File: src/rtl/fsmc_req_arbiter.sv
// fsmc_req_arbiter
// Two-port round-robin request arbiter and sequencer placed in front of the
// generic FSMC controller. Each accepted single-beat command is replayed onto
// the controller's start/idle/done interface together with the timing profile
// of the port that issued it. A one-cycle response pulse returns to that port
// when the controller signals done; read data rides along with it.
//
// Ports
//   clk, rst                    clock, asynchronous active-high reset
//   sN_cmd_valid/ready          command handshake of port N (N = 0, 1)
//   sN_cmd_addr/is_rd/wdata/mask  command fields of port N
//   sN_addr_set/data_set/data_hold  timing profile of port N (cycles - 1)
//   sN_resp_valid/rdata         completion pulse and read data of port N
//   ctrler_start/idle/done      controller start/idle/done handshake
//   addr_set/data_set/data_hold timing profile driven to the controller
//   wdata/data_mask/trans_addr/is_rd  transfer fields driven to the controller
//   rd_data/rd_valid            controller read-data stream

module fsmc_req_arbiter #(
    parameter real simulation_delay = 0
) (
    input  logic        clk,
    input  logic        rst,

    input  logic        s0_cmd_valid,
    output logic        s0_cmd_ready,
    input  logic [25:0] s0_cmd_addr,
    input  logic        s0_cmd_is_rd,
    input  logic [15:0] s0_cmd_wdata,
    input  logic [1:0]  s0_cmd_mask,
    input  logic [7:0]  s0_addr_set,
    input  logic [7:0]  s0_data_set,
    input  logic [7:0]  s0_data_hold,
    output logic        s0_resp_valid,
    output logic [15:0] s0_resp_rdata,

    input  logic        s1_cmd_valid,
    output logic        s1_cmd_ready,
    input  logic [25:0] s1_cmd_addr,
    input  logic        s1_cmd_is_rd,
    input  logic [15:0] s1_cmd_wdata,
    input  logic [1:0]  s1_cmd_mask,
    input  logic [7:0]  s1_addr_set,
    input  logic [7:0]  s1_data_set,
    input  logic [7:0]  s1_data_hold,
    output logic        s1_resp_valid,
    output logic [15:0] s1_resp_rdata,

    output logic        ctrler_start,
    input  logic        ctrler_idle,
    input  logic        ctrler_done,
    output logic [7:0]  addr_set,
    output logic [7:0]  data_set,
    output logic [7:0]  data_hold,
    output logic [15:0] wdata,
    output logic [1:0]  data_mask,
    output logic [25:0] trans_addr,
    output logic        is_rd,
    input  logic [15:0] rd_data,
    input  logic        rd_valid
);

    // Registered updates carry no explicit delay in this synthesizable
    // implementation; the parameter is kept so existing instantiations that
    // override it still elaborate.
    if (simulation_delay < 0.0) begin : g_negative_delay_unused
    end

    localparam logic [1:0] IDLE  = 2'd0;
    localparam logic [1:0] START = 2'd1;
    localparam logic [1:0] WAIT  = 2'd2;
    localparam logic [1:0] RESP  = 2'd3;

    logic [1:0]  state;
    logic        last_grant;   // port granted most recently
    logic        grant_port;   // port owning the transfer in flight
    logic        grant_sel;    // port that would win in the current cycle
    logic        handshake;
    logic [15:0] resp_data;

    // Round-robin choice: a lone requester wins outright, on a tie the port
    // that did not win last time goes first.
    always_comb begin
        // NOTE: default assigned first so every path drives grant_sel and no latch is inferred.
        grant_sel = 1'b0;
        if (s0_cmd_valid && s1_cmd_valid) begin
            grant_sel = ~last_grant;
        end else if (s1_cmd_valid) begin
            grant_sel = 1'b1;
        end
    end

    // Ready is a pure function of state and valid; gating with rst keeps it
    // low throughout reset even while a requester holds valid.
    assign handshake    = !rst && (state == IDLE) && (s0_cmd_valid || s1_cmd_valid);
    assign s0_cmd_ready = handshake && !grant_sel;
    assign s1_cmd_ready = handshake &&  grant_sel;

    assign ctrler_start  = (state == START);
    assign s0_resp_valid = (state == RESP) && !grant_port;
    assign s1_resp_valid = (state == RESP) &&  grant_port;
    assign s0_resp_rdata = resp_data;
    assign s1_resp_rdata = resp_data;

    always_ff @(posedge clk or posedge rst) begin
        // NOTE: all sequential state uses non-blocking assignments so every flop samples pre-edge values.
        if (rst) begin
            state      <= IDLE;
            last_grant <= 1'b1;
            grant_port <= 1'b0;
        end else begin
            case (state)
                IDLE: begin
                    if (handshake) begin
                        state      <= START;
                        last_grant <= grant_sel;
                        grant_port <= grant_sel;
                    end
                end
                // Start stays asserted until the controller reports idle on
                // the same edge; a stuck-busy controller simply stalls here.
                START:   if (ctrler_idle) state <= WAIT;
                WAIT:    if (ctrler_done) state <= RESP;
                RESP:    state <= IDLE;
                default: state <= IDLE;
            endcase
        end
    end

    // Transfer fields load only on the handshake edge, so they stay stable
    // for the complete controller transfer of the granted command.
    always_ff @(posedge clk or posedge rst) begin
        if (rst) begin
            addr_set   <= '0;
            data_set   <= '0;
            data_hold  <= '0;
            wdata      <= '0;
            data_mask  <= 2'b11;
            trans_addr <= '0;
            is_rd      <= 1'b0;
        end else if (handshake) begin
            if (grant_sel) begin
                addr_set   <= s1_addr_set;
                data_set   <= s1_data_set;
                data_hold  <= s1_data_hold;
                wdata      <= s1_cmd_wdata;
                data_mask  <= s1_cmd_mask;
                trans_addr <= s1_cmd_addr;
                is_rd      <= s1_cmd_is_rd;
            end else begin
                addr_set   <= s0_addr_set;
                data_set   <= s0_data_set;
                data_hold  <= s0_data_hold;
                wdata      <= s0_cmd_wdata;
                data_mask  <= s0_cmd_mask;
                trans_addr <= s0_cmd_addr;
                is_rd      <= s0_cmd_is_rd;
            end
        end
    end

    // Read data is captured only for read transfers; after a write the
    // response data keeps the last captured value.
    always_ff @(posedge clk or posedge rst) begin
        if (rst) begin
            resp_data <= '0;
        end else if ((state == WAIT) && rd_valid && is_rd) begin
            resp_data <= rd_data;
        end
    end

endmodule
File: config.mk
export PLATFORM = sky130hd
export DESIGN_NAME = fsmc_req_arbiter
export DESIGN_NICKNAME = d
export VERILOG_FILES = /design/src/rtl/fsmc_req_arbiter.sv
export SDC_FILE = /design/constraint.sdc
export NUM_CORES = 1
export LEC_CHECK = 0
export ABC_CLOCK_PERIOD_IN_PS = 3900
export CORE_UTILIZATION = 36
export CTS_BUF_LIST = sky130_fd_sc_hd__clkbuf_8
export DETAILED_ROUTE_END_ITERATION = 10
export GPL_ROUTABILITY_DRIVEN = 0
export PLACE_DENSITY = 0.84
export SYNTH_ARGS = -nofsm -noshare
export SYNTH_HDL_FRONTEND = slang
export SYNTH_SLANG_ARGS = --single-unit
File: constraint.sdc
create_clock -name clk -period 3.9 [get_ports clk]
set_input_delay 0.975 -clock clk [delete_from_list [all_inputs] [get_ports clk]]
set_output_delay 0.975 -clock clk [all_outputs]
set_load 0.02 [all_outputs]
# Word level (Yosys, flattened, before mapping)

Index checks and enable logic that the tools add are counted.

Bitwise gates (word level): 1
Div/mod/pow operators: 0
Add/sub/neg operators: 0
Equal/unequal tests: 6
Reductions and logical operators: 16
Multiplexer cells: 13
$mul: 0
Shift operators: 0
Magnitude comparators: 0

Operator list:

| operator                                                              | number |
|---|---|
| 26-bit 2-to-1 mux                                                     | 1 |
| 8-bit 2-to-1 mux                                                      | 3 |
| 16-bit 2-to-1 mux                                                     | 1 |
| 1-bit logical AND                                                     | 9 |
| 2-bit 2-to-1 mux                                                      | 4 |
| 2-bit one-hot mux with 4 select lines                                 | 1 |
| 2-bit equality test, second input constant                            | 2 |
| 2-bit != test, second input constant                                  | 2 |
| 1-bit logical NOT                                                     | 3 |
| 1-bit 2-to-1 mux                                                      | 3 |
| 3-bit AND reduction                                                   | 1 |
| 2-bit by 1-bit equality test with 1-bit output, second input constant | 1 |
| 2-bit logical NOT                                                     | 1 |
| 2-bit by 1-bit != test with 1-bit output, second input constant       | 1 |
| 2-bit AND reduction                                                   | 1 |
| 1-bit logical OR                                                      | 1 |
| 1-bit inverter                                                        | 1 |

Input port bits: 161
Latch bits: 0
ROM bits: 0
Memories kept: 0
Output and inout port bits: 106
Register bits after elaboration: 89
Logic and storage cells: 47
Memory bits (writable): 0

# Depth between registers and ports, before layout

Gate-level depths: netlist of the first run.

Depth after elaboration: 5
Mapped depth: 8
Mapped depth without buffers: 6

# Least setup slack after synthesis of the first run

Ideal clock, no wire load.

Path type: input-to-output
Start point: input port rst
End point: output port s1_cmd_ready
Stages: 4
Setup slack: 1234 ps
Required time: 2925 ps
Arrival time: 1691 ps
Buffers on the path: 2
Cell sequence: nor2b_4 and3_1 clkbuf_1 buf_2

Cells in the longest elaborated chain, start to end: 4

Ends and longest elaborated chain:

| item                            | line | RTL |
|---|---|---|
| from (decl)                     | 23   | `input logic rst,` |
| 1-bit logical NOT (no line)     | -    |  |
| 1-bit logical AND (2 in series) | 95   | `assign handshake = !rst && (state == IDLE) && (s0_cmd_valid \|\| s1_cmd_valid);` |
| 1-bit logical AND               | 97   | `assign s1_cmd_ready = handshake && grant_sel;` |
| to (decl)                       | 38   | `output logic s1_cmd_ready,` |

Every way passes these cells.

# Worst setup path in the final report of the first run

Ends and elaborated chain as after synthesis.

==> out/summary.md, run 1 <==
Final max-slew violation count: 0. The effective utilization at floorplan was 0.3689; the via count of the first global-routing pass was 3616. Cell chosen for the clock root: clkbuf_8. Worst hold path class: reg -> reg. The worst-case clock buffer depth came out at 2. The run gives 499 as the initial detailed-routing violation count.

Sorting the synthesized cells by area gives the leading types as dfrtp_1 (57%), a222oi_1 (18%), inv_1 (7.3%), mux2_1 (3.3%), buf_4 (3.2%). The count of antenna diodes in the layout was 0; the post-synthesis cell type count was 21. The number of storage elements in the synthesis netlist is 89, and the placement-stage worst setup slack is 489.8 ps. The number of buffers inserted by post-CTS setup repair came out at 0.

Dividing the synthesized area by the synthesized cell count gives 12.31 um2. The run finished with clean final reports. Setup slack closes at 478.2 ps. In this run, post-CTS hold repair placed 0 buffers.

Overall power consumption after layout is estimated at 4.855 mW. The logs give 3791 um2 for the area of the mapped netlist and 72 for the largest net degree at the start of global routing. In this run the static leakage power is 3.096 nW. Including well taps, the total number of placed cells is 674.

Based on the critical path, the design can be clocked at up to 0.2922 GHz. Relative to the synthesized area, the layout overhead comes to 74.98%. At the worst endpoint, the required time is 2920 ps. The cell class contributing the biggest share of worst-path delay was buffers and inverters. The total buffers and inverters traversed by the critical path came out at 2. The proportion of netlist area held by the largest area contributor was 0.5677; the total CTS buffers was 9.

Among all stages on the critical path, the largest delay is contributed by clkdlybuf4s50_1. In the layout the commonest cells are clkdlybuf4s50_1 (266), dfrtp_1 (86), inv_1 (74). Setup repair after global routing left no endpoint under its margin.

The x dimension of the die came out at 104.6 um. The minimum clock period after layout was 3422 ps; the via-per-instance ratio was 5.201. The share of layout cells above drive strength 1 was 0.05957; the number of clock sinks was 89. For this run, design rule violations remaining after detail routing come to 0.

The logs give 18490 um for the wire length of the first global-routing pass and 0 for the count of instances resized after the clock tree is built. Synthesis produced a netlist with a net count of 474. The tools report the count of standard-cell rows as 37.

The count of buffers added on input and output ports is 266. For the final routed database, the setup TNS stands at 0 ps. The tools report the final non-filler cell total as 690. Setup violations remaining at the end of the flow were counted as 0.

The first detailed-routing pass ran for 9 iterations. The run gives 6.745 ps as the clock skew after layout. The count of nets left with antenna violations once routing finished came out at 0. The I/O pin count is 267, and the clock slew seen by the registers of the worst setup and hold paths is 80 ps.

The tools report the sort of element at the start of the critical path as an input pin. Counting stages on the worst path, the most repeated cell is clkdlybuf4s50_1. IR analysis of the VDD net gives a maximum drop of 365.1 uV. At the pin with the least slew margin, the transition time is 777.5 ps. Initial antenna violation count: 0.

The run gives 0.2138 as the aggregate global-route resource usage. Area of the core: 10280 um2. For this design the ratio of total power to cell area is 731.9 nW/um2. For the final-stage net count, the log shows 715.

The cell type with the largest total area after synthesis was dfrtp_1. The largest single stage delay on the critical path is 600 ps. Part of the cycle the worst path needs: 0.8774. The logs give 0.6455 for the end-of-flow core utilization and 0 for the count of maximum capacitance violations. For this run the aggregate overflow at the end of global routing stands at 0.

The die outline area was 10950 um2; the number of hold violations in the final report was 0. The maximum fanout along the worst path is 3. The worst setup path is captured at an output pin. TritonCTS built the clock tree. The run gives 308 as the post-synthesis instance total. Once detailed placement completed, the half-perimeter wirelength came to 8649 um. The share of synthesized area occupied by flip-flops and latches came out at 0.5884.

Number of H-tree levels: 3. The tightest slew margin relative to the limit was 0.4797; the clock insertion delay at the later pin of the skew report was 340 ps. The worst setup path is of the in -> out kind.

Most common library cell in the layout ignoring fill and taps: clkdlybuf4s50_1. Summing over every cut layer, the via total after detailed routing is 3589. Aggregate routed wire length: 11810 um. The critical path goes through clkdlybuf4s50_1 -> nor2b_4 -> and3_2 -> clkdlybuf4s50_1. For the worst setup path, the data arrival time is 2450 ps. The Yosys step of the flow raised 0 warnings.

The chip height was 104.6 um. After detailed routing, the average wire length per cell comes to 17.11 um. After filler insertion, the fill cell instance count of the layout stands at 851.
cell families (layout without fill, tap and decap cells):
logic type | count (synthesis) | in the layout | synth area share
AOI/OAI and AO/OA | 73 | 73 | 0.1911
adders and majority gates | 5 | 5 | 0.01650
buffers and inverters | 114 | 360 | 0.1356
DFF | 89 | 89 | 0.5884
muxes | 18 | 18 | 0.05313
and+or+nand+nor | 9 | 9 | 0.01518
worst reg2reg max path, cell delays in order (launching register included):
cell,delay [ps]
dfrtp_1,410
inv_1,130
ha_1,200
nor2b_4,190
o21ai_4,220
a222oi_1,530
mux2_1,370
sequential cells by signal, indices dropped and copies added, names as in the netlist:
name and count:
grant_port 1, wdata 16, is_rd 1, last_grant 1
data_mask 2, addr_set 8, state 2, data_hold 8
data_set 8, trans_addr 26, s0_resp_rdata 16
metal layers:
layer  routed length (um)  share of wire  track usage
met4                  135          0.011      0.07545
met3                  837          0.071      0.04492
met5                    0              0            0
met1                 4464           0.38       0.2528
met2                 6372           0.54       0.3822
worst paths after layout:
kind                                        startpoint                             to  slack [ps]  depth (start not counted)
worst max-delay path                               rst                   s1_cmd_ready         480                          4
worst min-delay path            grant_port$_DFFE_PP0P_         grant_port$_DFFE_PP0P_         510                          1
worst max register to register    state[0]$_DFFE_PP0P_           state[1]$_DFFE_PP0P_        1740                          6
worst min register to register  grant_port$_DFFE_PP0P_         grant_port$_DFFE_PP0P_         510                          1
max in group asynchronous                          rst         last_grant$_DFFE_PP1P_        2000                          3
min in group asynchronous                          rst  s0_resp_rdata[11]$_DFFE_PP0P_        1150                          2
cells in the mapped netlist:
cell type	number
clkbuf_1	3
a21o_1	2
mux2_2	6
a222oi_1	70
nand2_1	1
dfrtp_1	86
buf_4	16
and3_1	2
o21ai_2	1
and2_1	1
mux2i_1	1
dfstp_2	3
mux2_1	11
ha_1	5
nor2_1	1
nor2b_4	1
nor2b_1	1
nand2b_1	1
inv_1	74
nand3_1	1
buf_2	21
where the power goes:
part	switching [mW]	internal, mW	leakage [nW]
registers	0.263	1.35	1.11
logic	1.27	1.38	1.88
clock network	0.296	0.298	0.107
total	1.82	3.03	3.10
stage by stage:
stage | instance area [um2] | hold slack, ps
after floorplan | 3791 | 464.9
final | 6634 | 508.6
after detailed placement | 6441 | 499.3
after CTS | 6634 | 517.4
after global placement | 6441 | 486.2
after global routing | 6634 | 539.9
final cells by class:
type                       instances  area, um2  share of cell area
inverter                          74      279.0             0.04206
timing repair buffer             270       2705              0.4078
multi-input combinational        105       1056              0.1592
sequential                        89       2231              0.3363
clock buffer                      13      178.9             0.02697
clock inverter                     3      13.76            0.002075
tap                              136      170.2             0.02565
No activity file was read; power rests on OpenSTA's default activity.
==> run 2, diff against run 1 <==
--- a/config.mk
+++ b/config.mk
@@ -7,4 +7,5 @@
 export LEC_CHECK = 0
+export ABC_AREA = 1
 export ABC_CLOCK_PERIOD_IN_PS = 3900
-export CORE_UTILIZATION = 36
+export CORE_UTILIZATION = 38
 export CTS_BUF_LIST = sky130_fd_sc_hd__clkbuf_8
@@ -12,3 +13,3 @@
 export GPL_ROUTABILITY_DRIVEN = 0
-export PLACE_DENSITY = 0.84
+export PLACE_DENSITY = 0.82
 export SYNTH_ARGS = -nofsm -noshare
--- a/constraint.sdc
+++ b/constraint.sdc
@@ -3,2 +3,2 @@
 set_output_delay 0.975 -clock clk [all_outputs]
-set_load 0.02 [all_outputs]
+set_load 0.005 [all_outputs]
==> out/summary.md, run 2 <==
For the warning count from the yosys run, the log shows 0 (unchanged). The total CTS buffers came out at 9 (unchanged). Cell-by-cell trace of the critical path: clkdlybuf4s50_1 -> inv_4 -> nand2_1 -> nor2_4 -> nand2_1 -> inv_1 -> clkdlybuf4s50_1 (was clkdlybuf4s50_1 -> nor2b_4 -> and3_2 -> clkdlybuf4s50_1). Share of layout cells above drive strength 1: 0.03515 (was 0.05957). Count of buffers from port buffering: 266 (unchanged).

The dominant register cell in the synthesized netlist is dfrtp_1 (unchanged). Setup repair after global routing left no endpoint under its margin. The tools report the hold-critical path endpoint as last_grant$_DFFE_PP1P_ (was grant_port$_DFFE_PP0P_). Post-synthesis async set-or-reset flop share: 1.000 (unchanged). The area added between synthesis and finish was 62.30% (was 74.98%). Placed wire-length estimate after detailed placement: 9365 um (was 8649 um). Most common library cell in the layout ignoring fill and taps: nand2_1 (was clkdlybuf4s50_1).

Count of instances resized after the clock tree is built: 0 (unchanged). The tools report the sum of negative setup slack as 0 ps (unchanged). For the setup slack of the critical path after layout, the log shows 552.8 ps (was 478.2 ps). The largest net degree at the start of global routing came out at 73 (was 72). Cell types with the largest area share after synthesis: dfrtp_1 (48%), nand2_1 (37%), buf_4 (4.0%), inv_1 (2.1%), buf_2 (2.0%) (was dfrtp_1 (57%), a222oi_1 (18%), inv_1 (7.3%), mux2_1 (3.3%), buf_4 (3.2%)). The total via count after detailed routing is 4533 (was 3589), and the area of the mapped netlist is 4517 um2 (was 3791 um2). The number of clock sinks was 89 (unchanged). For the effective utilization at floorplan, the log shows 0.3922 (was 0.3689). The tools report the startpoint of the lowest-slack register-to-register path as state[0]$_DFFE_PP0P_ (unchanged). The count of hold-fix buffers inserted at cts was 0 (unchanged); the share of synthesized area occupied by flip-flops and latches was 0.4939 (was 0.5884). The cell type with the largest total area after synthesis was dfrtp_1 (unchanged). The tools report the placement-stage worst setup slack as 553.3 ps (was 489.8 ps).

Number of H-tree levels: 3 (unchanged). Maximum achievable frequency: 0.2988 GHz (was 0.2922 GHz). The final-stage net count was 1043 (was 715); the remaining routing DRC violations was 38 (was 0).

For the final max-slew violation count, the log shows 0 (unchanged). The minimum clock period after layout was 3347 ps (was 3422 ps). Synth top cells by count: nand2_1 (446), dfrtp_1 (86), inv_1 (25) (was dfrtp_1 (86), inv_1 (74), a222oi_1 (70)). The tools report the count of standard-cell rows as 39 (was 37). For the total iterations of the first detailed-routing run, the log shows 7 (was 9). The x dimension of the die was 111.0 um (was 104.6 um); the part of the cycle the worst path needs was 0.8583 (was 0.8774).

The via-per-instance ratio is 4.422 (was 5.201), and the maximum fanout along the worst path is 3 (unchanged). The wire length of the first global-routing pass is 21660 um (was 18490 um), and the flip-flop count of the largest register, all copies and words added is 26 (unchanged). The run finished, with violations left. The number of inserted filler cells in the final layout is 1022 (was 851).

The arrival time at the worst endpoint was 2370 ps (was 2450 ps); the length in cells of the worst reg-to-reg path was 4 (was 6). The total buffers and inverters traversed by the critical path is 4 (was 2). The largest stage delay on the critical path was 490 ps (was 600 ps). The register ranked first by flip-flop count was trans_addr (unchanged). Cell chosen for the clock root: clkbuf_8 (unchanged).

Worst hold path class: reg -> reg (unchanged). The tools report the aggregate routed wire length as 13040 um (was 11810 um). The transition time of the tightest slew-check pin was 965.4 ps (was 777.5 ps).

The most common cell in the synthesized netlist is nand2_1 (was dfrtp_1). The number of hold violations in the final report came out at 0 (unchanged). The routed wirelength normalized by instance count works out to 12.72 um (was 17.11 um). The slack of the worst reg-to-reg path was 1940 ps (was 1740 ps). Number of storage elements in the synthesis netlist: 89 (unchanged).

The proportion of netlist area held by the largest area contributor works out to 0.4765 (was 0.5677). The worst hold path cell count was 2 (was 1). The run gives 2 (unchanged) as the worst-case clock buffer depth. Worst supply voltage drop on vdd: 506.7 uV (was 365.1 uV).

The tools report the tightest slew margin relative to the limit as 0.3546 (was 0.4797). The storage element area was 2231 um2 (unchanged); the clock slew seen by the registers of the worst setup and hold paths was 80 ps (about the same). The logs give 0 (unchanged) for the number of nets with antenna violations after detailed routing and 11520 um2 (was 10280 um2) for the area of the core. The run gives 807 (was 474) as the synthesized netlist net count. The tools report the kind of capture point of the worst setup path as an output pin (unchanged).

For the die outline area, the log shows 12330 um2 (was 10950 um2). Slowest library cell on the worst path: clkdlybuf4s50_1 (unchanged). Standby leakage power: 3.785 nW (was 3.096 nW). The cell class contributing the biggest share of worst-path delay is buffers and inverters (unchanged). The tools report the clock skew after layout as 11.09 ps (was 6.745 ps). The count of antenna diodes in the layout is 0 (unchanged). The initial antenna violation count came out at 0 (unchanged). The endpoint of the worst-slack reg-to-reg timing path is s0_resp_rdata[15]$_DFFE_PP0P_ (was state[1]$_DFFE_PP0P_). The checks that failed: DRC. The count of final setup violators was 0 (unchanged); the power density over the cells was 604.1 nW/um2 (was 731.9 nW/um2). The remaining global-route overflow is 0 (unchanged). Leading cell types in the layout, fill and taps excluded: nand2_1 (446), clkdlybuf4s50_1 (266), dfrtp_1 (86) (was clkdlybuf4s50_1 (266), dfrtp_1 (86), inv_1 (74)). The clock insertion delay at the later pin of the skew report was 350 ps (was 340 ps).

Chip height: 111.0 um (was 104.6 um). The type of the setup path with the least slack is in -> out (unchanged). Total area of multi-input combinational cells: 1874 um2 (was 1056 um2). The hold path startpoint is last_grant$_DFFE_PP1P_ (was grant_port$_DFFE_PP0P_). The post-synthesis cell type count is 19 (was 21). The number of buffers inserted by post-CTS setup repair was 0 (unchanged). I/O pin count: 267 (unchanged). The initial detailed-routing violation count is 212 (was 499), and the worst endpoint required time is 2920 ps (about the same). The tools report the count of maximum capacitance violations as 0 (unchanged). The tools report the sort of element at the start of the critical path as an input pin (unchanged). TritonCTS built the clock tree.

The aggregate global-route resource usage was 0.2206 (was 0.2138); the via count of the first global-routing pass was 4436 (was 3616). The post-synthesis instance total was 641 (was 308); the number of synthesized flops with an enable pin was 0 (unchanged). The mean post-synth cell area was 7.047 um2 (was 12.31 um2).
[run 2: how the worst max path moves through the flow]
| stage | from | depth (start not counted) | endpoint |
|---|---|---|---|
| 3_5_place_dp | rst | 7 | s1_cmd_ready |
| 2_1_floorplan | rst | 6 | s1_cmd_ready |
| 5_1_grt | s1_cmd_valid | 6 | s1_cmd_ready |
| 3_3_place_gp | s1_cmd_valid | 6 | s1_cmd_ready |
| 4_1_cts | s1_cmd_valid | 6 | s1_cmd_ready |
| 6_report | rst | 7 | s1_cmd_ready |
[run 2: metal layers]
metal / share of wire / up-vias / track usage
met5: 0 / - / 0
met4: 0.023 / 0 / 0.07748
met3: 0.073 / 23 / 0.04866
met2: 0.48 / 151 / 0.3862
met1: 0.42 / 2004 / 0.2672
li1: - / 2355 / -
[run 2: cell type report]
class | instances | share of cell area
tap | 143 | 0.02441
multi-input combinational | 477 | 0.2557
inverter | 28 | 0.01502
sequential | 89 | 0.3043
timing repair buffer | 272 | 0.3693
clock inverter | 5 | 0.01058
clock buffer | 11 | 0.02065
[run 2: worst register-to-register path, cell delays in order (launching register included)]
cell	delay, ps
dfrtp_1	420
inv_1	120
ha_1	190
nand3_1	690
o21ai_0	450
[run 2: metrics by stage]
step	instances	total power, mW	hold slack, ps	instance area [um2]	utilization
floorplan	641	2.522	442.2	4518	-
global placement	1009	3.716	456.1	7102	0.6167
detailed placement	1009	3.764	464.5	7102	0.6167
CTS	1025	4.497	476.8	7331	0.6366
global route	1025	4.773	488.4	7331	0.6366
finish	1025	4.429	472.4	7331	0.6366
[run 2: cell families (layout without fill, tap and decap cells)]
logic type / Yosys count / in the layout / synth area share
AOI/OAI and AO/OA: 17 / 17 / 0.01939
buffers and inverters: 75 / 316 / 0.09113
adders and majority gates: 5 / 5 / 0.01385
DFF: 89 / 89 / 0.4939
and+or+nand+nor: 455 / 455 / 0.3817
[run 2: power breakdown]
group	switching, mW	total, mW	internal, mW
clock	0.316	0.710	0.394
combinational	0.874	2.12	1.25
sequential	0.247	1.60	1.35
==> run 3, diff against run 2 <==
- ABC_CLOCK_PERIOD_IN_PS: 3900 -> 3920
- SKIP_LAST_GASP: default -> 1
- clock period: 3.9 -> 3.92 ns (I/O delays scaled with it)
==> out/summary.md, run 3 (synthesized netlist as in run 2, its figures left out) <==
The area added between synthesis and finish was 62.44% (was 62.30%); the worst supply voltage drop on vdd was 474.7 uV (was 506.7 uV). The total buffers and inverters traversed by the critical path is 4 (unchanged), and the number of H-tree levels is 3 (unchanged). The count of instances resized after the clock tree is built was 0 (unchanged); the final-stage net count was 1043 (unchanged). The sort of element at the start of the critical path is an input pin (unchanged). Number of clock sinks: 89 (unchanged). The tools report the kind of capture point of the worst setup path as an output pin (unchanged). Most common library cell in the layout ignoring fill and taps: nand2_1 (unchanged). Register ranked first by flip-flop count: trans_addr (unchanged). The aggregate routed wire length came out at 13310 um (was 13040 um).

Sum of internal, switching and leakage power: 4.458 mW (was 4.429 mW). The aggregate global-route resource usage was 0.2237 (was 0.2206); the minimum clock period after layout was 3360 ps. The cell class contributing the biggest share of worst-path delay was buffers and inverters (unchanged). The end-of-flow core utilization was 0.6371 (was 0.6366). The tools report the I/O pin count as 267 (unchanged).

Maximum fanout along the worst path: 3 (unchanged). The total CTS buffers is 9 (unchanged). X dimension of the die: 111.0 um (unchanged).

The total iterations of the first detailed-routing run was 7 (unchanged). TritonCTS built the clock tree. The via count of the first global-routing pass was 4503 (was 4436); the standby leakage power was 3.794 nW (was 3.785 nW). The run gives 9466 um (was 9365 um) as the placed wire-length estimate after detailed placement. The part of the cycle the worst path needs works out to 0.8573. The die outline area is 12330 um2 (unchanged).

Initial detailed-routing violation count: 279 (was 212). The clock insertion delay at the later pin of the skew report came out at 360 ps (was 350 ps). The run gives 0 (unchanged) as the number of hold violations in the final report. The run gives 0 (unchanged) as the remaining global-route overflow. The run gives 2 (unchanged) as the worst-case clock buffer depth. The remaining routing DRC violations was 38 (unchanged); the number of buffers inserted by post-CTS setup repair was 0 (unchanged).

The worst endpoint required time came out at 2940 ps (was 2920 ps). The number of nets with antenna violations after detailed routing is 0 (unchanged). The count of final setup violators is 0 (unchanged). The transition time of the tightest slew-check pin is 968.2 ps (was 965.4 ps), and the wire length of the first global-routing pass is 21860 um (was 21660 um). The power density over the cells was 607.6 nW/um2 (was 604.1 nW/um2); the effective utilization at floorplan was 0.3922 (unchanged). Flip-flop count of the largest register, all copies and words added: 26 (unchanged). Violated checks: DRC (unchanged).

The count of hold-fix buffers inserted at cts was 0 (unchanged). Worst hold path class: reg -> reg (unchanged). The run gives 0.3527 (was 0.3546) as the tightest slew margin relative to the limit. Routed wirelength normalized by instance count: 12.99 um (was 12.72 um). The initial antenna violation count was 0 (unchanged). The type of the setup path with the least slack was in -> out (unchanged).

Sum of negative setup slack: 0 ps (unchanged). The tools report the count of standard-cell rows as 39 (unchanged). Cell-by-cell trace of the critical path: clkdlybuf4s50_1 -> inv_4 -> nand2_1 -> nor2_4 -> nand2_1 -> inv_1 -> clkdlybuf4s50_1 (unchanged). The via-per-instance ratio was 4.468 (was 4.422); the largest stage delay on the critical path was 490 ps (about the same). The tools report the area of the core as 11520 um2 (unchanged).

The count of maximum capacitance violations came out at 0 (unchanged). The final max-slew violation count came out at 0 (unchanged). The logs give 0.2976 GHz for the maximum achievable frequency and 12.71 ps (was 11.09 ps) for the clock skew after layout.

The run gives 4575 (was 4533) as the total via count after detailed routing. The flow ran to the end, but the final reports show violations. The count of buffers from port buffering is 266 (unchanged), and the slack of the worst reg-to-reg path is 1950 ps (was 1940 ps).

The share of layout cells above drive strength 1 is 0.03178 (was 0.03515). The clock slew seen by the registers of the worst setup and hold paths works out to 80 ps (about the same). The count of antenna diodes in the layout came out at 0 (unchanged). The cell chosen for the clock root was clkbuf_8 (unchanged).

The arrival time at the worst endpoint is 2380 ps (was 2370 ps). Setup repair after global routing left no endpoint under its margin. The largest net degree at the start of global routing was 73 (unchanged); the chip height was 111.0 um (unchanged). The slowest library cell on the worst path is clkdlybuf4s50_1 (unchanged). Leading cell types in the layout, fill and taps excluded: nand2_1 (446), clkdlybuf4s50_1 (266), dfrtp_1 (86) (unchanged).
-- run 3: changes by cell type in the layout (fill, tap and decap cells not counted) --
cell / before / now
inv_1: 25 / 27
clkinv_2: 2 / 0
clkbuf_8: 11 / 10
clkinvlp_4: 1 / 0
bufinv_16: 2 / 3
-- run 3: metrics by stage --
step	instances	area (um2)	hold slack (ps)	setup slack, ps
6_report	1024	7337	474.3	559.6
5_1_grt	1024	7337	481.2	478.9
3_3_place_gp	1009	7102	455.8	587.5
3_5_place_dp	1009	7102	463.0	563.2
4_1_cts	1024	7337	474.5	552.4
2_1_floorplan	641	4518	442.2	258.4
-- run 3: worst reg2reg max path: stages, from the launching register on --
cell and delay [ps]:
dfrtp_1 420, inv_1 120, ha_1 220, nand2_1 100
nor2_4 130, buf_4 560, nand2_1 250, nand2_1 110
-- run 3: power by group --
| part | internal [mW] | switching [mW] |
|---|---|---|
| clock | 0.434 | 0.317 |
| combinational | 1.24 | 0.876 |
| sequential | 1.34 | 0.245 |
| total | 3.02 | 1.44 |
-- run 3: final cells by class --
cell class / count / area, um2
Fill cell: 1018 / 4179
Inverter: 28 / 110.1
Tap cell: 143 / 178.9
Clock buffer: 10 / 137.6
Clock inverter: 5 / 97.59
Multi-Input combinational cell: 477 / 1874
Timing Repair Buffer: 272 / 2708
Sequential cell: 89 / 2231
-- run 3: final timing paths --
| check | from | end | cells past startpoint |
|---|---|---|---|
| max | rst | s1_cmd_ready | 7 |
| min | last_grant$_DFFE_PP1P_ | last_grant$_DFFE_PP1P_ | 2 |
| max reg2reg | state[0]$_DFFE_PP0P_ | trans_addr[15]$_DFFE_PP0N_ | 7 |
| min reg2reg | last_grant$_DFFE_PP1P_ | last_grant$_DFFE_PP1P_ | 2 |
| max in group asynchronous | rst | trans_addr[25]$_DFFE_PP0N_ | 4 |
| min in group asynchronous | rst | s0_resp_rdata[13]$_DFFE_PP0P_ | 3 |
-- run 3: routing by layer --
layer | vias to the layer above | share of wire | global-route usage
met5 | - | 0 | 0
met4 | 0 | 0.030 | 0.09550
met3 | 30 | 0.082 | 0.05030
met2 | 161 | 0.48 | 0.3862
met1 | 2030 | 0.41 | 0.2683
li1 | 2354 | - | -
